### config.mk
export PLATFORM = sky130hd
export DESIGN_NAME = vga_object_renderer
export DESIGN_NICKNAME = d
export VERILOG_FILES = /design/src/rtl/vga_pkg.sv /design/src/rtl/vga_timing_gen.sv /design/src/rtl/vga_object_renderer.sv
export SDC_FILE = /design/constraint.sdc
export NUM_CORES = 1
export LEC_CHECK = 0
export CAP_MARGIN = 5
export CELL_PAD_IN_SITES_DETAIL_PLACEMENT = 1
export CELL_PAD_IN_SITES_GLOBAL_PLACEMENT = 2
export CORE_MARGIN = 2
export CORE_UTILIZATION = 30
export CTS_CLUSTER_DIAMETER = 150
export DETAILED_ROUTE_END_ITERATION = 10
export GPL_ROUTABILITY_DRIVEN = 0
export GPL_TIMING_DRIVEN = 0
export PLACE_DENSITY_LB_ADDON = 0.2
export REMOVE_ABC_BUFFERS = 1
export SYNTH_ARGS = -nofsm -noshare
export SYNTH_HDL_FRONTEND = slang
export SYNTH_SLANG_ARGS = --single-unit
### constraint.sdc
create_clock -name clk -period 6.2 [get_ports clk]
set_clock_uncertainty 0.15 [all_clocks]
set_input_delay 1.24 -clock clk [delete_from_list [all_inputs] [get_ports clk]]
set_output_delay 1.24 -clock clk [all_outputs]
set_load 0.02 [all_outputs]
### src/rtl/vga_pkg.sv
// Timing defaults, object record type and RGB packing positions shared by the VGA object renderer.
package vga_pkg;

    localparam int H_ACTIVE_DEF = 640;
    localparam int H_FP_DEF     = 16;
    localparam int H_SYNC_DEF   = 96;
    localparam int H_BP_DEF     = 48;
    localparam int V_ACTIVE_DEF = 480;
    localparam int V_FP_DEF     = 10;
    localparam int V_SYNC_DEF   = 2;
    localparam int V_BP_DEF     = 33;

    localparam int NUM_OBJS_DEF  = 16;
    localparam int CELL_LOG2_DEF = 5;
    localparam int COL_W_DEF     = 5;
    localparam int ROW_W_DEF     = 4;
    localparam int CW_DEF        = 3;

    // Channel slot within a packed {r,g,b} word: channel c lives at [c*CW +: CW].
    localparam int R_SLOT = 2;
    localparam int G_SLOT = 1;
    localparam int B_SLOT = 0;

    typedef struct packed {
        logic                   vis;
        logic [COL_W_DEF-1:0]   col;
        logic [ROW_W_DEF-1:0]   row;
        logic [3*CW_DEF-1:0]    rgb;
    } obj_t;

endpackage

### src/rtl/vga_timing_gen.sv
// Purpose: free-running VGA pixel/line counters with raw sync, active-video and frame/blank strobes.
// Latency: flags are combinational from the counters, which advance every clk.
// Backpressure: none; runs continuously out of reset.
module vga_timing_gen
    import vga_pkg::*;
#(
    parameter int H_ACTIVE = H_ACTIVE_DEF,
    parameter int H_FP     = H_FP_DEF,
    parameter int H_SYNC   = H_SYNC_DEF,
    parameter int H_BP     = H_BP_DEF,
    parameter int V_ACTIVE = V_ACTIVE_DEF,
    parameter int V_FP     = V_FP_DEF,
    parameter int V_SYNC   = V_SYNC_DEF,
    parameter int V_BP     = V_BP_DEF,
    localparam int H_TOTAL = H_ACTIVE + H_FP + H_SYNC + H_BP,
    localparam int V_TOTAL = V_ACTIVE + V_FP + V_SYNC + V_BP,
    localparam int HW      = $clog2(H_TOTAL),
    localparam int VW      = $clog2(V_TOTAL)
) (
    input  logic          clk,
    input  logic          rst_n,
    output logic [HW-1:0] h_cnt,
    output logic [VW-1:0] v_cnt,
    output logic          hs_raw,
    output logic          vs_raw,
    output logic          de_raw,
    output logic          frame_stb,
    output logic          blank_stb
);

    localparam logic [HW-1:0] H_LAST = HW'(H_TOTAL - 1);
    localparam logic [VW-1:0] V_LAST = VW'(V_TOTAL - 1);

    always_ff @(posedge clk or negedge rst_n) begin
        if (!rst_n) begin
            h_cnt <= '0;
            v_cnt <= '0;
        end else if (h_cnt == H_LAST) begin
            h_cnt <= '0;
            v_cnt <= (v_cnt == V_LAST) ? '0 : v_cnt + 1'b1;
        end else begin
            h_cnt <= h_cnt + 1'b1;
        end
    end

    assign de_raw    = (h_cnt < HW'(H_ACTIVE)) && (v_cnt < VW'(V_ACTIVE));
    assign hs_raw    = !((h_cnt >= HW'(H_ACTIVE + H_FP)) && (h_cnt < HW'(H_ACTIVE + H_FP + H_SYNC)));
    assign vs_raw    = !((v_cnt >= VW'(V_ACTIVE + V_FP)) && (v_cnt < VW'(V_ACTIVE + V_FP + V_SYNC)));
    assign frame_stb = (h_cnt == '0) && (v_cnt == '0);
    assign blank_stb = (h_cnt == '0) && (v_cnt == VW'(V_ACTIVE));

endmodule

### src/rtl/vga_object_renderer.sv
// Purpose: VGA raster of a cell grid where the lowest-indexed visible object on a cell paints it, else bg_rgb.
// Latency: colour, syncs, de and frame_start all lag the counters by 2 clk.
// Backpressure: obj_wr_ready low outside vertical blanking; always high with VGA_DOUBLE_BUFFER_EN (shadow table).
module vga_object_renderer
    import vga_pkg::*;
#(
    parameter int NUM_OBJS  = NUM_OBJS_DEF,
    parameter int CELL_LOG2 = CELL_LOG2_DEF,
    parameter int COL_W     = COL_W_DEF,
    parameter int ROW_W     = ROW_W_DEF,
    parameter int CW        = CW_DEF,
    parameter int H_ACTIVE  = H_ACTIVE_DEF,
    parameter int H_FP      = H_FP_DEF,
    parameter int H_SYNC    = H_SYNC_DEF,
    parameter int H_BP      = H_BP_DEF,
    parameter int V_ACTIVE  = V_ACTIVE_DEF,
    parameter int V_FP      = V_FP_DEF,
    parameter int V_SYNC    = V_SYNC_DEF,
    parameter int V_BP      = V_BP_DEF,
    localparam int IW       = $clog2(NUM_OBJS),
    localparam int HW       = $clog2(H_ACTIVE + H_FP + H_SYNC + H_BP),
    localparam int VW       = $clog2(V_ACTIVE + V_FP + V_SYNC + V_BP)
) (
    input  logic            clk,
    input  logic            rst_n,
    input  logic            obj_wr_valid,
    output logic            obj_wr_ready,
    input  logic [IW-1:0]   obj_wr_idx,
    input  logic [COL_W-1:0] obj_wr_col,
    input  logic [ROW_W-1:0] obj_wr_row,
    input  logic            obj_wr_vis,
    input  logic [3*CW-1:0] obj_wr_rgb,
    input  logic [3*CW-1:0] bg_rgb,
    output logic [CW-1:0]   vga_r,
    output logic [CW-1:0]   vga_g,
    output logic [CW-1:0]   vga_b,
    output logic            vga_hs,
    output logic            vga_vs,
    output logic            vga_de,
    output logic            frame_start
);

    typedef struct packed {
        logic             vis;
        logic [COL_W-1:0] col;
        logic [ROW_W-1:0] row;
        logic [3*CW-1:0]  rgb;
    } slot_t;

    logic [HW-1:0] h_cnt;
    logic [VW-1:0] v_cnt;
    logic          hs_raw, vs_raw, de_raw, frame_stb, blank_stb;

    vga_timing_gen #(
        .H_ACTIVE (H_ACTIVE), .H_FP (H_FP), .H_SYNC (H_SYNC), .H_BP (H_BP),
        .V_ACTIVE (V_ACTIVE), .V_FP (V_FP), .V_SYNC (V_SYNC), .V_BP (V_BP)
    ) u_timing (
        .clk       (clk),
        .rst_n     (rst_n),
        .h_cnt     (h_cnt),
        .v_cnt     (v_cnt),
        .hs_raw    (hs_raw),
        .vs_raw    (vs_raw),
        .de_raw    (de_raw),
        .frame_stb (frame_stb),
        .blank_stb (blank_stb)
    );

    slot_t act_tbl [NUM_OBJS];
    slot_t wr_slot;
    logic  wr_hit;

    assign wr_slot = '{vis: obj_wr_vis, col: obj_wr_col, row: obj_wr_row, rgb: obj_wr_rgb};
    // Out-of-range indices still handshake but land nowhere.
    assign wr_hit  = obj_wr_valid && obj_wr_ready && (int'(obj_wr_idx) < NUM_OBJS);

`ifdef VGA_DOUBLE_BUFFER_EN
    slot_t shd_tbl [NUM_OBJS];

    assign obj_wr_ready = 1'b1;

    // The swap copies the shadow with this cycle's write already merged in.
    always_ff @(posedge clk or negedge rst_n) begin
        if (!rst_n) begin
            for (int i = 0; i < NUM_OBJS; i++) begin
                shd_tbl[i] <= '0;
                act_tbl[i] <= '0;
            end
        end else begin
            for (int i = 0; i < NUM_OBJS; i++) begin
                if (blank_stb)
                    act_tbl[i] <= (wr_hit && int'(obj_wr_idx) == i) ? wr_slot : shd_tbl[i];
            end
            if (wr_hit)
                shd_tbl[obj_wr_idx] <= wr_slot;
        end
    end
`else
    logic vblank_q;

    // vblank_q spans the lines after the blank strobe up to, not including, the next frame's first pixel.
    assign obj_wr_ready = blank_stb || (vblank_q && !frame_stb);

    always_ff @(posedge clk or negedge rst_n) begin
        if (!rst_n) begin
            vblank_q <= 1'b0;
            for (int i = 0; i < NUM_OBJS; i++)
                act_tbl[i] <= '0;
        end else begin
            if (blank_stb)
                vblank_q <= 1'b1;
            else if (frame_stb)
                vblank_q <= 1'b0;
            if (wr_hit)
                act_tbl[obj_wr_idx] <= wr_slot;
        end
    end
`endif

    logic [COL_W-1:0] s1_col;
    logic [ROW_W-1:0] s1_row;
    logic             s1_hs, s1_vs, s1_de, s1_fs;

    always_ff @(posedge clk or negedge rst_n) begin
        if (!rst_n) begin
            s1_col <= '0;
            s1_row <= '0;
            s1_hs  <= 1'b1;
            s1_vs  <= 1'b1;
            s1_de  <= 1'b0;
            s1_fs  <= 1'b0;
        end else begin
            s1_col <= COL_W'(h_cnt >> CELL_LOG2);
            s1_row <= ROW_W'(v_cnt >> CELL_LOG2);
            s1_hs  <= hs_raw;
            s1_vs  <= vs_raw;
            s1_de  <= de_raw;
            s1_fs  <= frame_stb;
        end
    end

    logic [3*CW-1:0] pix_rgb;

    // Walk from the top slot down so the lowest matching index wins.
    always_comb begin
        pix_rgb = bg_rgb;
        for (int i = NUM_OBJS - 1; i >= 0; i--) begin
            if (act_tbl[i].vis && act_tbl[i].col == s1_col && act_tbl[i].row == s1_row)
                pix_rgb = act_tbl[i].rgb;
        end
    end

    logic [3*CW-1:0] rgb_q;

    always_ff @(posedge clk or negedge rst_n) begin
        if (!rst_n) begin
            rgb_q       <= '0;
            vga_hs      <= 1'b1;
            vga_vs      <= 1'b1;
            vga_de      <= 1'b0;
            frame_start <= 1'b0;
        end else begin
            rgb_q       <= s1_de ? pix_rgb : '0;
            vga_hs      <= s1_hs;
            vga_vs      <= s1_vs;
            vga_de      <= s1_de;
            frame_start <= s1_fs;
        end
    end

    assign vga_r = rgb_q[R_SLOT*CW +: CW];
    assign vga_g = rgb_q[G_SLOT*CW +: CW];
    assign vga_b = rgb_q[B_SLOT*CW +: CW];

endmodule

Yosys cells after proc, flatten, opt, wreduce, memory -nomap -nowiden
Cells that the tools add are included.
{"block": "word_totals", "regBits": 351, "input_bits": 35, "out_inout_bits": 14, "word_cells": 195}
{"block": "classes", "n_addsub": 2, "order_cmp": 8, "eq_ne": 35, "muxes": 24, "bitwise": 1, "reduce_logical": 47}
{"operator": "304-bit bitwise mux", "count": 1}
{"operator": "9-bit 2-to-1 mux", "count": 17}
{"operator": "5-bit equality test", "count": 16}
{"operator": "19-bit demux with 4-bit select", "count": 1}
{"operator": "4-bit equality test", "count": 16}
{"operator": "1-bit logical AND", "count": 40}
{"operator": "10-bit by 1-bit adder with 10-bit output (second input constant)", "count": 2}
{"operator": "10-bit equality test (second input constant)", "count": 2}
{"operator": "10-bit zero test", "count": 2}
{"operator": "10-bit < comparator (second input constant)", "count": 2}
{"operator": "10-bit by 9-bit < comparator with 1-bit output (second input constant)", "count": 2}
{"operator": "10-bit 2-to-1 mux", "count": 2}
{"operator": "19-bit 2-to-1 mux", "count": 1}
{"operator": "10-bit by 9-bit equality test with 1-bit output (second input constant)", "count": 1}
{"operator": "10-bit >= comparator (second input constant)", "count": 1}
{"operator": "10-bit by 9-bit >= comparator with 1-bit output (second input constant)", "count": 1}
{"operator": "5-bit >= comparator (second input constant)", "count": 1}
{"operator": "5-bit by 1-bit < comparator with 1-bit output (second input constant)", "count": 1}
{"operator": "4-bit NOT with 5-bit output", "count": 1}
{"operator": "1-bit zero test", "count": 3}
{"operator": "1-bit 2-to-1 mux", "count": 2}
{"operator": "2-bit nonzero test", "count": 1}
{"operator": "1-bit logical OR", "count": 1}

Longest topological paths before layout
{"block": "logic_depth", "word_depth": 20, "ltp_mapped": 12, "ltp_nobuf": 9}

Hierarchy
From an unflattened synthesis, not the netlist that was laid out.
{"block": "hier_totals", "cells_unflattened": 1275, "hier_area_um2": 16854.9}
{"module": "vga_object_renderer", "instances": 1, "cells_each": 1163, "area_per_inst_um2": 15747.6}
{"module": "vga_timing_gen", "instances": 1, "cells_each": 112, "area_per_inst_um2": 1107.3}

Worst setup path before layout
OpenSTA, ideal clock, no wires.
{"block": "synth_timing", "path_kind": "reg-to-output", "start": "register u_timing.h_cnt[0]", "end": "output port obj_wr_ready", "arrival_time_ns": 1.459, "required_ns": 4.810, "setup_slack_ns": 3.351, "stages_incl_launch_ff": 7, "path_cell_list": "dfrtp_1 -> inv_1 -> ha_1 -> nor4bb_1 -> and4_2 -> nand2_1 -> a22o_4"}
{"block": "synth_between", "elab_chain_cells": 5}
{"item": "start, declared", "line_no": "vga_timing_gen.sv:22", "text": "output logic [HW-1:0] h_cnt,"}
{"item": "start signal, assigned", "line_no": "vga_timing_gen.sv:42", "text": "h_cnt <= h_cnt + 1'b1;"}
{"item": "10-bit zero test (*)", "line_no": "vga_timing_gen.sv:49, vga_timing_gen.sv:50"}
{"item": "1-bit logical AND", "line_no": "vga_timing_gen.sv:49", "text": "assign frame_stb = (h_cnt == '0) && (v_cnt == '0);"}
{"item": "1-bit zero test", "line_no": "vga_object_renderer.sv:102", "text": "assign obj_wr_ready = blank_stb || (vblank_q && !frame_stb);"}
{"item": "1-bit logical AND", "line_no": "vga_object_renderer.sv:102"}
{"item": "1-bit logical OR (*)", "line_no": "vga_object_renderer.sv:102"}
{"item": "end, declared", "line_no": "vga_object_renderer.sv:27", "text": "output logic obj_wr_ready,"}
Mark *: on every way between the ends. The rest lies on a longest branch, timed or not.

Worst setup path after layout
{"block": "layout_timing", "start": "register s1_row[2]", "end": "register rgb_q[4]"}
{"block": "layout_between", "elab_chain_cells": 19}
{"item": "start, declared", "line_no": "vga_object_renderer.sv:121", "text": "logic [ROW_W-1:0] s1_row;"}
{"item": "start signal, assigned", "line_no": "vga_object_renderer.sv:134", "text": "s1_row <= ROW_W'(v_cnt >> CELL_LOG2);"}
{"item": "4-bit equality test", "line_no": "vga_object_renderer.sv:148", "text": "if (act_tbl[i].vis && act_tbl[i].col == s1_col && act_tbl[i].row == s1_row)"}
{"item": "1-bit logical AND", "line_no": "vga_object_renderer.sv:148"}
{"item": "9-bit 2-to-1 mux (15 in series)", "line_no": "vga_object_renderer.sv:148"}
{"item": "9-bit 2-to-1 mux (*)", "line_no": "vga_object_renderer.sv:148"}
{"item": "9-bit 2-to-1 mux (*)", "line_no": "vga_object_renderer.sv:163", "text": "rgb_q <= s1_de ? pix_rgb : '0;"}
{"item": "end signal, assigned", "line_no": "vga_object_renderer.sv:163"}
{"item": "end, declared", "line_no": "vga_object_renderer.sv:153", "text": "logic [3*CW-1:0] rgb_q;"}
Marked as above.
A chain may end at the register's enable or synchronous reset.

==> out/metrics.cfg <==
[status]
status=finished, final reports clean

[setup_path]
crit_type=flop to flop
rr_worst_depth=7
r2r_slack_ps=1740
cp_max_fo=16
cp-start-kind=flop
reg2reg_to=rgb_q[4]$_DFF_PN0_
cp.arrival_ps=4660
end_kind=flop
worstPathRequired_ps=6400
r2r-start=s1_row[2]$_DFF_PN0_

[finish]
area_growth_pct=15.25
utilization_pct=34.79
fin_nets=1363
drive_above_1_share_pct=30.77
fillers=5815
n_antenna_cell=0
design_area_um2=19090

[sta]
rsz0062_at_grt=no
timing.final.max_slew_violations=0
setup_viol=0
holdWs_ps=205.2
worst_slew_pin_slew_ps=1287
finalCriticalPeriod_ps=4459
totalNegativeSetupSlack_ps=0
maxSlewHeadroom_pct=14.18
fmax_ghz=0.2243
min_period_over_period_pct=71.91
final_hold_viol_count=0
setup_ws_ps=1741

[detailed_routing]
drc_errors=0
first_pass_iters=4
vias=10350
drtIter0Drc=532
wire_per_inst_um=22.42
viasPerCell=5.034
drtAntennaViolNets=0
wl_um=46100

[synth]
synth_warnings=0
avgSynthCellArea_um2=12.70
yosysSeqAreaShare_pct=53.06
synth_edf_count=0
synth_cell_types=60
ys_ff_latch=351
netlist_area_um2=16560
synthCells=1304
async_flop_share_pct=100.0
synth-main-ff-cell=dfrtp_1

[global_route]
grt_usage_pct=16.63
grt_pass1_vias=11169
grt_max_degree=113
grt_pass1_wl_um=71150
overflow=0
antenna_found_initial=1

[clocking]
clk_path_buf_depth=3
cts_buffers=42
post_cts_buffers=0
cts.sinks=351
clkLatencyLatePin_ps=560
cts-resized-gates=0
hold_buffers=0
path_clk_slew_ps=60
cts_tree=built
root_buffer=clkbuf_16
htreeDepth=2

[floorplan]
initial_core_util_pct=30.18
fp.dieArea_um2=57110
die-height_um=239.0
dieWidth_um=239.0
num_rows=86
pin_count=49
core-area_um2=54880

[power]
pwr-share-seq_pct=46.6
p_clk_share_pct=50.4
p_int_mw=3.841
combPwrFrac_pct=2.9
swShare_pct=21.99
ir_worst_vdd_v=0.0001551
switchingPower_mw=1.083
p_per_area_nw_per_um2=257.9
p_leak_nw=8.906

[job]
drv_cap=0

[min_path]
worstHoldPathType=flop to flop
min_to=vga_vs$_DFF_PN1_
min_from=s1_vs$_DFF_PN1_
hold_depth=0

[placed_design]
place_area_um2=17700
post-place-ws_ps=1837
io_buffer_count=48
dpl.hpwl_um=29490

[kinds of logic (layout without fill, tap and decap cells)]
family	count (synthesis)	count (layout)	synth area share, %
xor gates and xnor gates	154	154	8.143
AOI/OAI and AO/OA	128	128	5.431
buffers and inverters	100	148	3.059
muxes	313	313	21.44
and+or+nand+nor	254	254	8.566
adders and majority gates	4	4	0.3022
DFF	351	351	53.06
[Yosys cell counts, types with 10 or more instances]
library cell | instances | area share (%)
nand4_1 | 43 | 1.6
or3_1 | 14 | 0.53
xor2_1 | 42 | 2.2
a221o_1 | 17 | 1.0
mux2_4 | 10 | 0.91
nand2_1 | 40 | 0.91
nor3_1 | 26 | 0.79
a21oi_1 | 12 | 0.36
xnor2_1 | 112 | 5.9
clkbuf_1 | 33 | 0.75
buf_2 | 31 | 0.94
mux2_2 | 294 | 20
nor2_1 | 43 | 0.97
inv_1 | 17 | 0.39
dfrtp_1 | 347 | 52
nand3_1 | 19 | 0.57
nor4_1 | 11 | 0.42
o21ai_0 | 55 | 1.7
[routing by layer]
layer | up-vias | global-route usage [%] | part of all wire [%]
met1 | 5437 | 23.05 | 47
met5 | - | 0 | 0
met2 | 138 | 27.05 | 47
met3 | 61 | 2.829 | 3.7
li1 | 4714 | - | -
met4 | 0 | 3.920 | 1.9
[registers in the layout (all words and copies together) (netlist names)]
| register | cells |
|---|---|
| frame_start | 1 |
| vblank_q | 1 |
| vga_hs | 1 |
| vga_vs | 1 |
| s1_col | 5 |
| s1_hs | 1 |
| u_timing.h_cnt | 10 |
| u_timing.v_cnt | 10 |
| s1_vs | 1 |
| s1_de | 1 |
| act_tbl | 304 |
| s1_fs | 1 |
| rgb_q | 9 |
| vga_de | 1 |
| s1_row | 4 |
[final cells by class]
type | count | area, µm² | area share, %
clock buffer | 69 | 1346 | 7.052
clock inverter | 3 | 40.04 | 0.2097
inverter | 18 | 67.56 | 0.3539
multi-input combinational | 853 | 7300 | 38.24
sequential | 351 | 8788 | 46.04
tap | 704 | 880.8 | 4.614
timing repair buffer | 58 | 666.9 | 3.493
[metrics by stage]
step	cells	total power [mW]
finish	2056	4.924
global route	2056	5.126
CTS	2056	5.025
detailed placement	1984	2.489
global placement	1974	2.485
floorplan	1222	2.351
[worst max path at each step]
stage                                       end  cells past startpoint                           from
floorplan              act_tbl[152]$_DFFE_PN0P_                      9  u_timing.v_cnt[0]$_DFFE_PN0N_
global placement    u_timing.h_cnt[0]$_DFF_PN0_                      1                          rst_n
detailed placement           rgb_q[4]$_DFF_PN0_                      7            s1_row[2]$_DFF_PN0_
CTS                          rgb_q[4]$_DFF_PN0_                      7            s1_row[2]$_DFF_PN0_
global route                 rgb_q[4]$_DFF_PN0_                      7            s1_row[3]$_DFF_PN0_
finish                       rgb_q[4]$_DFF_PN0_                      7            s1_row[2]$_DFF_PN0_
[power groups by stage]
stage,clock (mW),combinational (mW),sequential [mW]
floorplan,0,0.0102,2.34
global placement,0,0.144,2.34
detailed placement,0,0.152,2.34
CTS,2.58,0.153,2.30
global route,2.67,0.162,2.29
finish,2.48,0.145,2.30
[layout by cell type (no fill, tap or decap), types with 5 or more instances in the layout]
cell	n
o221a_2	9
nor4_1	10
clkbuf_1	11
nor3_2	5
or3_1	14
xor2_1	42
nand4_1	43
nor2_1	43
a21oi_1	12
mux2_4	10
nor3_1	22
nand2_2	6
clkbuf_16	45
nand3_1	19
mux2i_1	9
a311oi_1	9
o21ai_0	55
xnor2_1	112
clkbuf_8	13
nand3b_1	9
a221o_1	17
clkdlybuf4s50_1	47
nand2_1	40
mux2_2	294
dfrtp_1	347
o2111ai_1	8
nand2b_1	6
inv_1	17
a211oi_1	9
[worst max-delay path, cell delays in order, from the launching register on]
cell	delay, ps
dfrtp_1	1190
xor2_1	150
nor4_1	540
nand4b_1	670
nand3_1	700
a21oi_1	80
o31ai_1	420
o21ai_0	340
Power figures use the tool's default switching activity.
